**config.mk**
```make
export PLATFORM = sky130hd
export DESIGN_NAME = subleq_mem_arbiter
export DESIGN_NICKNAME = d
export VERILOG_FILES = /design/src/rtl/subleq_mem_arbiter.sv
export SDC_FILE = /design/constraint.sdc
export NUM_CORES = 1
export LEC_CHECK = 0
export CAP_MARGIN = 20
export CELL_PAD_IN_SITES_DETAIL_PLACEMENT = 1
export CELL_PAD_IN_SITES_GLOBAL_PLACEMENT = 1
export CORE_MARGIN = 8
export CORE_UTILIZATION = 14
export CTS_CLUSTER_SIZE = 8
export DETAILED_ROUTE_END_ITERATION = 8
export GPL_ROUTABILITY_DRIVEN = 0
export PLACE_DENSITY = 0.87
export RECOVER_POWER = 50
export REMOVE_ABC_BUFFERS = 1
export SLEW_MARGIN = 10
export SYNTH_ARGS = -nofsm -noshare
export SYNTH_HDL_FRONTEND = slang
export SYNTH_SLANG_ARGS = --single-unit
```
**constraint.sdc**
```tcl
create_clock -name clk -period 1.5 [get_ports clk]
set_input_delay 0.3 -clock clk [delete_from_list [all_inputs] [get_ports clk]]
set_output_delay 0.3 -clock clk [all_outputs]
set_load 0.005 [all_outputs]
```
**src/rtl/subleq_mem_arbiter.sv**
```systemverilog
// Single-port BRAM arbiter between Subleq fetch and data stages; routes 1-cycle read data to its owner.
// Optional feature: define ARB_RR_EN for round-robin arbitration instead of dm priority with starvation override.
module subleq_mem_arbiter #(
    parameter int unsigned WIDTH      = 8,
    parameter int unsigned DEPTH_LOG  = 10,
    parameter int unsigned STARVE_MAX = 3
) (
    input  logic                 clk,
    input  logic                 rst,
    input  logic                 if_req,
    input  logic [DEPTH_LOG-1:0] if_addr,
    output logic                 if_gnt,
    output logic                 if_rvalid,
    output logic [WIDTH-1:0]     if_rdata,
    input  logic                 dm_req,
    input  logic                 dm_we,
    input  logic [DEPTH_LOG-1:0] dm_addr,
    input  logic [WIDTH-1:0]     dm_wdata,
    output logic                 dm_gnt,
    output logic                 dm_rvalid,
    output logic [WIDTH-1:0]     dm_rdata,
    output logic                 bram_en,
    output logic                 bram_we,
    output logic [DEPTH_LOG-1:0] bram_addr,
    output logic [WIDTH-1:0]     bram_din,
    input  logic [WIDTH-1:0]     bram_dout
);

    localparam int unsigned CNT_W = 4;

    typedef enum logic [1:0] {
        IDLE   = 2'd0,
        RET_IF = 2'd1,
        RET_DM = 2'd2
    } ret_state_t;

    ret_state_t       r_state;
    logic [CNT_W-1:0] r_starve_cnt;
    logic             w_if_wins;

`ifdef ARB_RR_EN
    typedef enum logic {
        PORT_DM = 1'b0,
        PORT_IF = 1'b1
    } port_t;

    port_t r_rr_last;

    // Under contention the port that did not win last time gets the grant.
    assign w_if_wins = (r_rr_last == PORT_DM);

    always_ff @(posedge clk) begin
        if (rst) begin
            r_rr_last <= PORT_DM;
        end else if (if_gnt) begin
            r_rr_last <= PORT_IF;
        end else if (dm_gnt) begin
            r_rr_last <= PORT_DM;
        end
    end
`else
    assign w_if_wins = (r_starve_cnt == CNT_W'(STARVE_MAX));
`endif

    // Grants are combinational so the BRAM sees the request in the same cycle.
    assign if_gnt = !rst && if_req && (!dm_req || w_if_wins);
    assign dm_gnt = !rst && dm_req && !(if_req && w_if_wins);

    assign bram_en   = if_gnt || dm_gnt;
    assign bram_we   = dm_gnt && dm_we;
    assign bram_addr = dm_gnt ? dm_addr : if_addr;
    assign bram_din  = dm_wdata;

    // Read data is shared; rvalid selects the owner. Reset drops a pending return.
    assign if_rdata  = bram_dout;
    assign dm_rdata  = bram_dout;
    assign if_rvalid = (r_state == RET_IF) && !rst;
    assign dm_rvalid = (r_state == RET_DM) && !rst;

    always_ff @(posedge clk) begin
        if (rst) begin
            r_state      <= IDLE;
            r_starve_cnt <= '0;
        end else begin
            if (if_gnt) begin
                r_state <= RET_IF;
            end else if (dm_gnt && !dm_we) begin
                r_state <= RET_DM;
            end else begin
                r_state <= IDLE;
            end

            if (!if_req || if_gnt) begin
                r_starve_cnt <= '0;
            end else if (r_starve_cnt != CNT_W'(STARVE_MAX)) begin
                r_starve_cnt <= r_starve_cnt + CNT_W'(1);
            end
        end
    end

endmodule

```
Word level (Yosys, flattened, before mapping)
Cells that the tools add are included.

Add/subtract/negate cells: 1. Multipliers: 0. Div/mod/pow operators: 0. Order comparisons: 0. Equality and inequality tests: 4. Shift-type cells: 0. Muxes and demuxes: 3. Bitwise operators: 0. Reductions and logical operators: 19.

Operators with widths (number): $mux 10 (1); $logic_and 1x1->1 (9); $logic_not 1->1 (5); $add 4x1->4 const B (1); $eq 4x2->1 const B (1); $ne 4x2->1 const B (1); $reduce_or 2->1 (2); $logic_or 1x1->1 (3); $eq 2x1->1 const B (1); $eq 2x2->1 const B (1); $mux 2 (1); $mux 1 (1).

Register bits after elaboration: 6. Bits in latches: 0. Bits in writable memories: 0. Bits in read-only memories: 0. Input bits: 41. Output and inout bits: 40. Logic and storage cells: 30. Memories: 0.

Depth between registers and ports, before layout
Gate-level depths: netlist of run 1.

Word-level depth: 7. Depth in mapped cells: 4. Depth with buffers taken out: 4.

Least setup slack after synthesis of run 1
Ideal clock, no wire load.

Path type: reg-to-output. Start: reg r_starve_cnt[0]. End: out bram_addr[2]. Arrival time: 1348 ps. Required time: 1200 ps. Setup slack: -148 ps. Cell stages (with the launch flop): 5. Buffers on the path: 1. Path through: dfxtp_1 ha_1 a311oi_4 buf_6 mux2_4.

Longest elaborated chain between the ends: 5.

RTL lines: start: declaration (line 38) `logic [CNT_W-1:0] r_starve_cnt;`; start signal: assignment (line 96) `r_starve_cnt <= r_starve_cnt + CNT_W'(1);`; $eq 4x2->1 (line 62) `assign w_if_wins = (r_starve_cnt == CNT_W'(STARVE_MAX));`; $logic_and 1x1->1 (line 67) `assign dm_gnt = !rst && dm_req && !(if_req && w_if_wins);`; $logic_not 1->1 (line 67); $logic_and 1x1->1 (line 67); via dm_gnt (line 19) `output logic dm_gnt,`; $mux 10 (line 71) `assign bram_addr = dm_gnt ? dm_addr : if_addr;`; end: declaration (line 24) `output logic [DEPTH_LOG-1:0] bram_addr,`.

The timed path passes the listed nets, and every way through them passes these cells.

Final worst setup path of run 1
Start: reg r_starve_cnt[1]. End: out bram_addr[5].

Longest elaborated chain between the ends: 5.

RTL lines (line): $eq 4x2->1 (62); $logic_and 1x1->1 (67); $logic_not 1->1 (67); $logic_and 1x1->1 (67); $mux 10 (71).

No other way between the ends.

==> run_results.csv, run 1 <==
group,metric,value,unit
route,wl_met3,499,um
final_layout,mostFrequentLayoutCells,"clkdlybuf4s50_1, buf_6, buf_4",
worst_setup_path,worst-r2r-cell-count,6,
route,met2_length,1.10,mm
final_layout,layout_commonest_cell,"clkdlybuf4s50_1",
place,place_area,978,um^2
route,detail_route.wl_per_cell,17.0,um
worst_setup_path,timing_worst_setup_path_type,"flip-flop to output pin",
clock_network,htree_levels,1,
timing,skew,0.00160,ns
min_path,min_to,"r_starve_cnt[0]",
timing,rsz0062_at_grt,"yes",
floorplan,die_area,6720,um^2
timing,drv_slew,0,
min_path,min_path_type,"flip-flop to flip-flop",
worst_setup_path,slowest_delay,0.33,ns
worst_setup_path,r2r_slack,0,ns
floorplan,initial_core_util,0.143,
clock_network,clock_latency,0.23,ns
logic_synthesis,synth_seq_cells,6,
route,top_layer_used,"met4",
floorplan,fp.coreArea,4260,um^2
logic_synthesis,ys_seq_area_frac,0.197,
route,drt-met1-wl,887,um
floorplan,die_h,82.0,um
worst_setup_path,worstPathRequired,1.20,ns
route,vias_per_cell,3.83,
route,drc,0,
floorplan,num_rows,24,
logic_synthesis,yosysWarnings,0,
pwr,p_per_area,584,nW/um^2
timing,hold_violations,0,
logic_synthesis,synth_area,609,um^2
global_routing,grt_antenna_before_repair,0,
floorplan,die_x,82.0,um
worst_setup_path,r2r_start,"r_starve_cnt[1]",
clock_network,tritoncts,"built",
route,drt_iter0_markers,5,
timing,fin_crit,1.88,ns
global_routing,grt_max_degree,8,
timing,finalWorstSetupSlack,-0.377,ns
final_layout,final_area,1080,um^2
timing,max_clock_freq,0.533,GHz
worst_setup_path,startpoint_type,"flip-flop",
worst_setup_path,crit_buf_inv,2,
clock_network,cts_sinks,6,
clock_network,cts_buffers,3,
global_routing,overflow,0,
floorplan,num_io_pins,81,
final_layout,final_nets,141,
logic_synthesis,yosysTopAreaCellShare,0.296,
clock_network,cts-root-buf,"clkbuf_8",
final_layout,n_fill_cell,500,
route,wl,2.53,mm
status,status,"finished, violations left",
run,maxCapViolCount,0,
logic_synthesis,yosysUniqueCellTypes,19,
pwr,ir_drop,214,uV
logic_synthesis,syn_avg_cell_area,9.52,um^2
worst_setup_path,cp.arrival,1.58,ns
logic_synthesis,synth_area_leader_cell,"buf_4",
logic_synthesis,synthTopCellsByArea,"buf_4, dfxtp_1, mux2_4, mux2_2, a311oi_4",
worst_setup_path,cp_top_family,"flip-flops",
timing,relSlewSlack,0.840,
timing,setup_violations,16,
place,hpwl,2.04,mm
worst_setup_path,cp-end-kind,"output pin",
place,port_buffers,40,
final_layout,drive_gt1_frac,0.526,
final_layout,antennaDiodeCount,0,
final_layout,fin_cells,149,
global_routing,grt_pass1_vias,672,
clock_network,clk_pin_slew_worst_paths,0.04,ns
route,first_pass_iters,2,
place,dp.cells,142,
clock_network,clock_path_buffers,2,
timing,timing.final.crit_share,1.25,
min_path,hold_start,"r_starve_cnt[0]",
timing,worstMarginPinSlew,0.240,ns
status,violations,"setup timing",
worst_setup_path,r2r-end,"r_starve_cnt[3]",
worst_setup_path,cp_cell_sequence,"ha_4 > a311oi_4 > buf_4 > mux2_4 > buf_6",
route,ant_nets,0,
worst_setup_path,path_max_fanout,5,
route,vias,570,
logic_synthesis,syn_inst,64,
global_routing,grt.total_usage,0.0766,
place,dpl_worst_slack,-0.918,ns
worst_setup_path,cp_slowest_cell,"dfxtp_2",
min_path,holdPathStages,2,
global_routing,grt_pass1_wl,3.70,mm
final_layout,area_growth,77.0,%
pwr,p_leak,0.468,nW
[flip-flops by register name (all words and copies together) (netlist names)]
signal        cells
r_state           2
r_starve_cnt      4
[worst register-to-register path: cells and delay by family (launching register included)]
kind / cells / cell delay, ns
AND/OR/NAND/NOR: 3 / 0.66
flip-flops: 1 / 0.35
buffers and inverters: 2 / 0.23
adder cells (fa/ha/maj): 1 / 0.15
[how the worst max path moves through the flow]
stage	end	startpoint	cells after the start	slack [ns]
6_report	bram_addr[5]	r_starve_cnt[1]	5	-0.38
5_1_grt	bram_addr[8]	r_starve_cnt[1]	5	-0.44
4_1_cts	bram_addr[2]	r_starve_cnt[1]	6	-0.45
3_5_place_dp	bram_addr[9]	dm_req	6	-0.92
3_3_place_gp	bram_addr[9]	dm_req	6	-0.88
2_1_floorplan	bram_addr[0]	r_starve_cnt[0]	3	-0.35
[repair_timing]
action / 4_1_cts / 5_1_grt
endpoints found under the hold margin: 0 / 0
hold buffers: 0 / 0
gates cloned: 1 / 0
setup endpoints to repair: 20 / 15
pin swaps: 4 / 0
buffers inserted: 4 / 1
gates resized for setup: 83 / 5
[where the power goes]
group	switching (W)	leakage, nW	total [W]	internal [W]
sequential	0.00000225	0.0497	0.000167	0.000164
clock	0.0000739	0.0216	0.000247	0.000173
combinational	0.0000626	0.397	0.000216	0.000154
total	0.000139	0.468	0.000630	0.000491
[metrics by stage]
step	util	total power [W]	TNS [ns]	hold WS, ns
finish	0.253	0.000630	-4.26	0.519
global route	0.253	0.000668	-5.29	0.555
CTS	0.261	0.000654	-5.05	0.525
detailed placement	0.229	0.000374	-13.62	0.519
global placement	0.229	0.000369	-13.16	0.505
floorplan	-	0.000225	-3.29	0.372
[per-layer routing]
metal | global-route usage | vias to the layer above
met2 | 0.122 | 58
met4 | 0.0368 | 0
met1 | 0.0676 | 254
li1 | - | 254
met3 | 0.0646 | 4
met5 | 0 | -
[cells by family after synthesis]
group                    after synthesis  share of synthesized area
buffers and inverters                 27                      0.326
flip-flops                             6                      0.197
AO/OA/AOI/OAI                          3                     0.0596
adder cells (fa/ha/maj)                1                     0.0205
XOR/XNOR                               2                     0.0288
AND/OR/NAND/NOR                       15                      0.140
multiplexers                          10                      0.228
[final cells by class]
| cell class | count | area (um^2) | area share |
|---|---|---|---|
| clock buffer | 3 | 41.3 | 0.0383 |
| tap | 52 | 65.1 | 0.0603 |
| inverter | 2 | 7.51 | 0.00696 |
| timing repair buffer | 55 | 519 | 0.481 |
| sequential | 6 | 123 | 0.114 |
| multi-input combinational | 31 | 323 | 0.299 |
[cells in the mapped netlist]
master and instances:
or3b_2 2, nand3_1 1, nor2b_1 1, mux2_2 3, and2_1 1, inv_1 2
mux2_4 7, nor2_2 1, buf_4 24, ha_1 1, a21oi_1 2, nor2_1 6
nand2b_1 1, xnor2_1 1, buf_6 1, dfxtp_1 6, xor2_1 1, a311oi_4 1
nor3b_1 2
(Power assumes the default switching activity.)
==> run 2: changes to the inputs <==
- MAX_ROUTING_LAYER: unset -> met4
==> run_results.csv, run 2 (synthesized netlist as in run 1, its figures left out) <==
group,metric,value,unit
final_layout,antennaDiodeCount,0,
timing,hold_violations,0,
clock_network,tritoncts,"built",
route,vias_per_cell,3.83,
place,dp.cells,142,
clock_network,clk_pin_slew_worst_paths,0.04,ns
final_layout,fin_cells,149,
final_layout,final_nets,141,
final_layout,layout_commonest_cell,"clkdlybuf4s50_1",
min_path,min_path_type,"flip-flop to flip-flop",
worst_setup_path,cp.arrival,1.58,ns
timing,drv_slew,0,
timing,timing.hold.ws,0.519,ns
final_layout,final_core_util,0.253,
worst_setup_path,timing_worst_setup_path_type,"flip-flop to output pin",
status,status,"finished, violations left",
floorplan,die_x,82.0,um
clock_network,cts_buffers,3,
clock_network,cts_sinks,6,
global_routing,grt_pass1_wl,3.67,mm
clock_network,htree_levels,1,
pwr,p_per_area,584,nW/um^2
pwr,power,0.000630,W
global_routing,grt.total_usage,0.0784,
place,dpl_worst_slack,-0.918,ns
worst_setup_path,cp-end-kind,"output pin",
floorplan,num_rows,24,
route,drc,0,
final_layout,area_growth,77.0,%
global_routing,grt_antenna_before_repair,0,
place,port_buffers,40,
timing,worstMarginPinSlew,0.240,ns
worst_setup_path,worstPathRequired,1.20,ns
final_layout,largest_reg_flops,4,
pwr,p_leak,0.468,nW
place,hpwl,2.04,mm
route,detail_route.wl_per_cell,16.9,um
timing,setup_violations,16,
floorplan,initial_core_util,0.143,
status,violations,"setup timing",
timing,max_clock_freq,0.533,GHz
timing,finalWorstSetupSlack,-0.377,ns
global_routing,grt_pass1_vias,673,
timing,fin_crit,1.88,ns
floorplan,num_io_pins,81,
worst_setup_path,path_max_fanout,5,
final_layout,top_regs,"r_starve_cnt: 4 flops, r_state: 2 flops",
timing,skew,0.00160,ns
route,drt_iter0_markers,5,
clock_network,clock_latency,0.23,ns
route,wl,2.53,mm
clock_network,clock_path_buffers,2,
final_layout,drive_gt1_frac,0.526,
global_routing,grt_max_degree,8,
floorplan,fp.coreArea,4260,um^2
timing,timing.final.crit_share,1.25,
final_layout,mostFrequentLayoutCells,"clkdlybuf4s50_1, buf_6, buf_4",
run,maxCapViolCount,0,
timing,relSlewSlack,0.840,
pwr,ir_drop,214,uV
final_layout,top_register,"r_starve_cnt",
worst_setup_path,startpoint_type,"flip-flop",
floorplan,die_area,6720,um^2
final_layout,n_fill_cell,500,
route,vias,570,
clock_network,cts-root-buf,"clkbuf_8",
route,ant_nets,0,
route,first_pass_iters,2,
global_routing,overflow,0,
floorplan,die_h,82.0,um
timing,rsz0062_at_grt,"yes",
run 2: cell counts in the layout (fill, tap and decap cells not counted):
No cell type changed its count.
run 2: cell type report:
class	instances	area (um^2)	share of cell area
Timing Repair Buffer	55	519	0.481
Multi-Input combinational cell	31	323	0.299
Sequential cell	6	123	0.114
Tap cell	52	65.1	0.0603
Clock buffer	3	41.3	0.0383
Inverter	2	7.51	0.00696
run 2: through the flow:
step | cell area, um^2 | TNS [ns]
floorplan | 418 | -3.29
CTS | 1110 | -5.05
global placement | 978 | -13.16
global route | 1080 | -5.29
finish | 1080 | -4.26
detailed placement | 978 | -13.62
run 2: final timing paths:
kind	start	to	slack (ns)	cells after the start
setup / recovery	r_starve_cnt[1]	bram_addr[5]	-0.38	5
hold / removal	r_starve_cnt[0]	r_starve_cnt[0]	0.52	2
setup reg to reg	r_starve_cnt[1]	r_starve_cnt[3]	0	6
hold reg to reg	r_starve_cnt[0]	r_starve_cnt[0]	0.52	2
run 2: metal layers:
layer  global-route usage  routed length [um]  vias up  share of wire
met2                0.121                1100       56           0.43
met4               0.0368                  42        0          0.017
met5                    -                   0        -              0
met3               0.0613                 477        4           0.19
met1               0.0695                 909      256           0.36
li1                     -                   -      254              -
run 2: what timing repair did:
| item | in CTS | in global routing |
|---|---|---|
| hold buffers | 0 | 0 |
| cloned | 1 | 0 |
| gates resized for setup | 83 | 5 |
| pin swaps | 4 | 0 |
| setup endpoints to repair | 20 | 15 |
| setup buffers | 4 | 1 |
run 2: worst max-delay path: stages, from the launching register on:
cell	delay, ns
dfxtp_2	0.33
ha_4	0.17
a311oi_4	0.22
buf_4	0.21
mux2_4	0.31
buf_6	0.12
run 2: power breakdown:
group | total (W) | switching (W) | internal, W
registers | 0.000167 | 0.00000225 | 0.000164
clock network | 0.000247 | 0.0000739 | 0.000173
logic | 0.000216 | 0.0000626 | 0.000154
==> variant, RTL diff (config.mk and constraints of run 1) <==
Add a define of `ARB_RR_EN`.
--- a/src/rtl/subleq_mem_arbiter.sv
+++ b/src/rtl/subleq_mem_arbiter.sv
@@ -1,5 +1,7 @@
 // Single-port BRAM arbiter between Subleq fetch and data stages; routes 1-cycle read data to its owner.
 // Optional feature: define ARB_RR_EN for round-robin arbitration instead of dm priority with starvation override.
+`define ARB_RR_EN
+
 module subleq_mem_arbiter #(
     parameter int unsigned WIDTH      = 8,
     parameter int unsigned DEPTH_LOG  = 10,
Behaviour: not the same (a bounded check fails within 4 cycles, from zero or initial values and one cycle with rst high).
==> variant against run 1 <==
Total power is 27% lower. Sequential share of layout area decreased by 4.6 points. Sequential cell count decreased by 3. Synthesized cell count shrank 17%. First-iteration DRC count unchanged. Die area decreased by 16%. The run still ends with setup timing left. Largest cell class unchanged. Area after synthesis decreased by 19%. Final cell count shrank 12%. Via count fell by 13%. Cell area down 16%. Routed wire length decreased by 11%. Worst setup slack better by 0.16 ns. Fmax up 9.1%. Register-to-register slack gained 0.52 ns.
==> variant: results (changes against run 1) <==
XOR/XNOR share of the synthesized area=0 (-0.0287); initial antenna violation count=0 (unchanged); sequential-to-total area share from yosys stat=0.122 (-0.0753); largest net degree at the start of global routing=7 (-1); vias in the first global route=646 (-3.9%); root buf cell=clkbuf_4; mux contribution to synthesized area=0.282 (+0.0538); syn avg cell area=9.30 um^2 (-2.3%); first-pass GRT wire length=3.46 mm (-6.4%); Detailed Place HPWL=1.78 mm (-13%); Fill cells=426 (-15%); Yosys cell types=13 (-6); Inverters=3 (+1); Yosys reg bits=3 (-3); layout cells sized above 1=0.529 (+0.00364); P_int=0.344 mW (-30%); signal buffers share of area=0.543 (+0.0614); setup_tns=-1.73 ns (+2.54 ns); post-synthesis compound-gate area fraction=0.0406 (-0.0189); multi-input gates=23 (-26%); final WL=2.26 mm (-11%); Layout Skew=0.0101 ns (+0.00847 ns); sequential cell area share=0.0677 (-0.0460); Final Setup Violations=11 (-5); post-synthesis adder-cell area fraction=0 (-0.0205); Diodes inserted=0 (unchanged); Synth area leaders=buf_4 37%, mux2_4 21%, dfxtp_1 12%; dpl cells=119 (-16%); fraction of area in multi-input gates=0.285 (-0.0148); Slew headroom=0.869 (+0.0290); status=finished, violations left; Synth top cells by count=24 x buf_4, 7 x mux2_4, 4 x nor2_1; clk tree area frac=0.0290 (-0.00928); leakage power=0.449 nW (-4.2%); violated checks=setup timing; vias per cell=3.79 (-1.0%); peak supply drop=0.159 mV (-26%); Signal buffers=52 (-5.5%); Final WS setup=-0.220 ns (+0.157 ns); Top Registers=r_state x2, r_rr_last x1; routed vias=496 (-13%); GRT Total Usage=0.0851 (+0.00849)
-- variant: through the flow --
stage | cell area [um^2] | power [mW] | worst slack [ns]
after floorplan | 302 | 0.148 | 0.214
after global placement | 797 | 0.286 | -0.714
after detailed placement | 797 | 0.293 | -0.764
after CTS | 901 | 0.468 | -0.239
after global routing | 906 | 0.496 | -0.295
final | 906 | 0.462 | -0.220
-- variant: logic make-up (layout without fill, tap and decap cells) --
| logic type | Yosys count | in the layout |
|---|---|---|
| mux | 10 | 10 |
| buf+inv | 28 | 59 |
| simple gates | 9 | 10 |
| flops | 3 | 3 |
| compound gates | 3 | 3 |
-- variant: power groups by stage --
stage / Sequential (mW) / Clock [mW] / Combinational (mW)
global route: 0.0877 / 0.163 / 0.246
finish: 0.0871 / 0.146 / 0.229
global placement: 0.0883 / 0 / 0.198
floorplan: 0.0881 / 0 / 0.0595
detailed placement: 0.0890 / 0 / 0.204
CTS: 0.0871 / 0.153 / 0.228
-- variant: repair_timing --
item | 4_1_cts | 5_1_grt
buffers inserted | 7 | 1
pin swaps | 1 | 1
hold buffers | 0 | 0
cloned | 1 | 0
resized for setup | 75 | 8
endpoints found under the setup margin | 16 | 14
-- variant: final timing paths --
| check | startpoint | end | slack, ns | cells past startpoint |
|---|---|---|---|---|
| max | r_rr_last | bram_addr[8] | -0.22 | 5 |
| min | r_rr_last | r_state[0] | 0.54 | 2 |
| max reg2reg | r_rr_last | r_state[1] | 0.52 | 5 |
| min reg2reg | r_rr_last | r_state[0] | 0.54 | 2 |
-- variant: layer usage --
| metal | up-vias | global-route usage | wire [um] |
|---|---|---|---|
| li1 | 216 | - | - |
| met3 | 2 | 0.0961 | 538 |
| met1 | 211 | 0.0797 | 843 |
| met4 | 0 | 0.0384 | 16 |
| met5 | - | 0 | 0 |
| met2 | 67 | 0.113 | 858 |
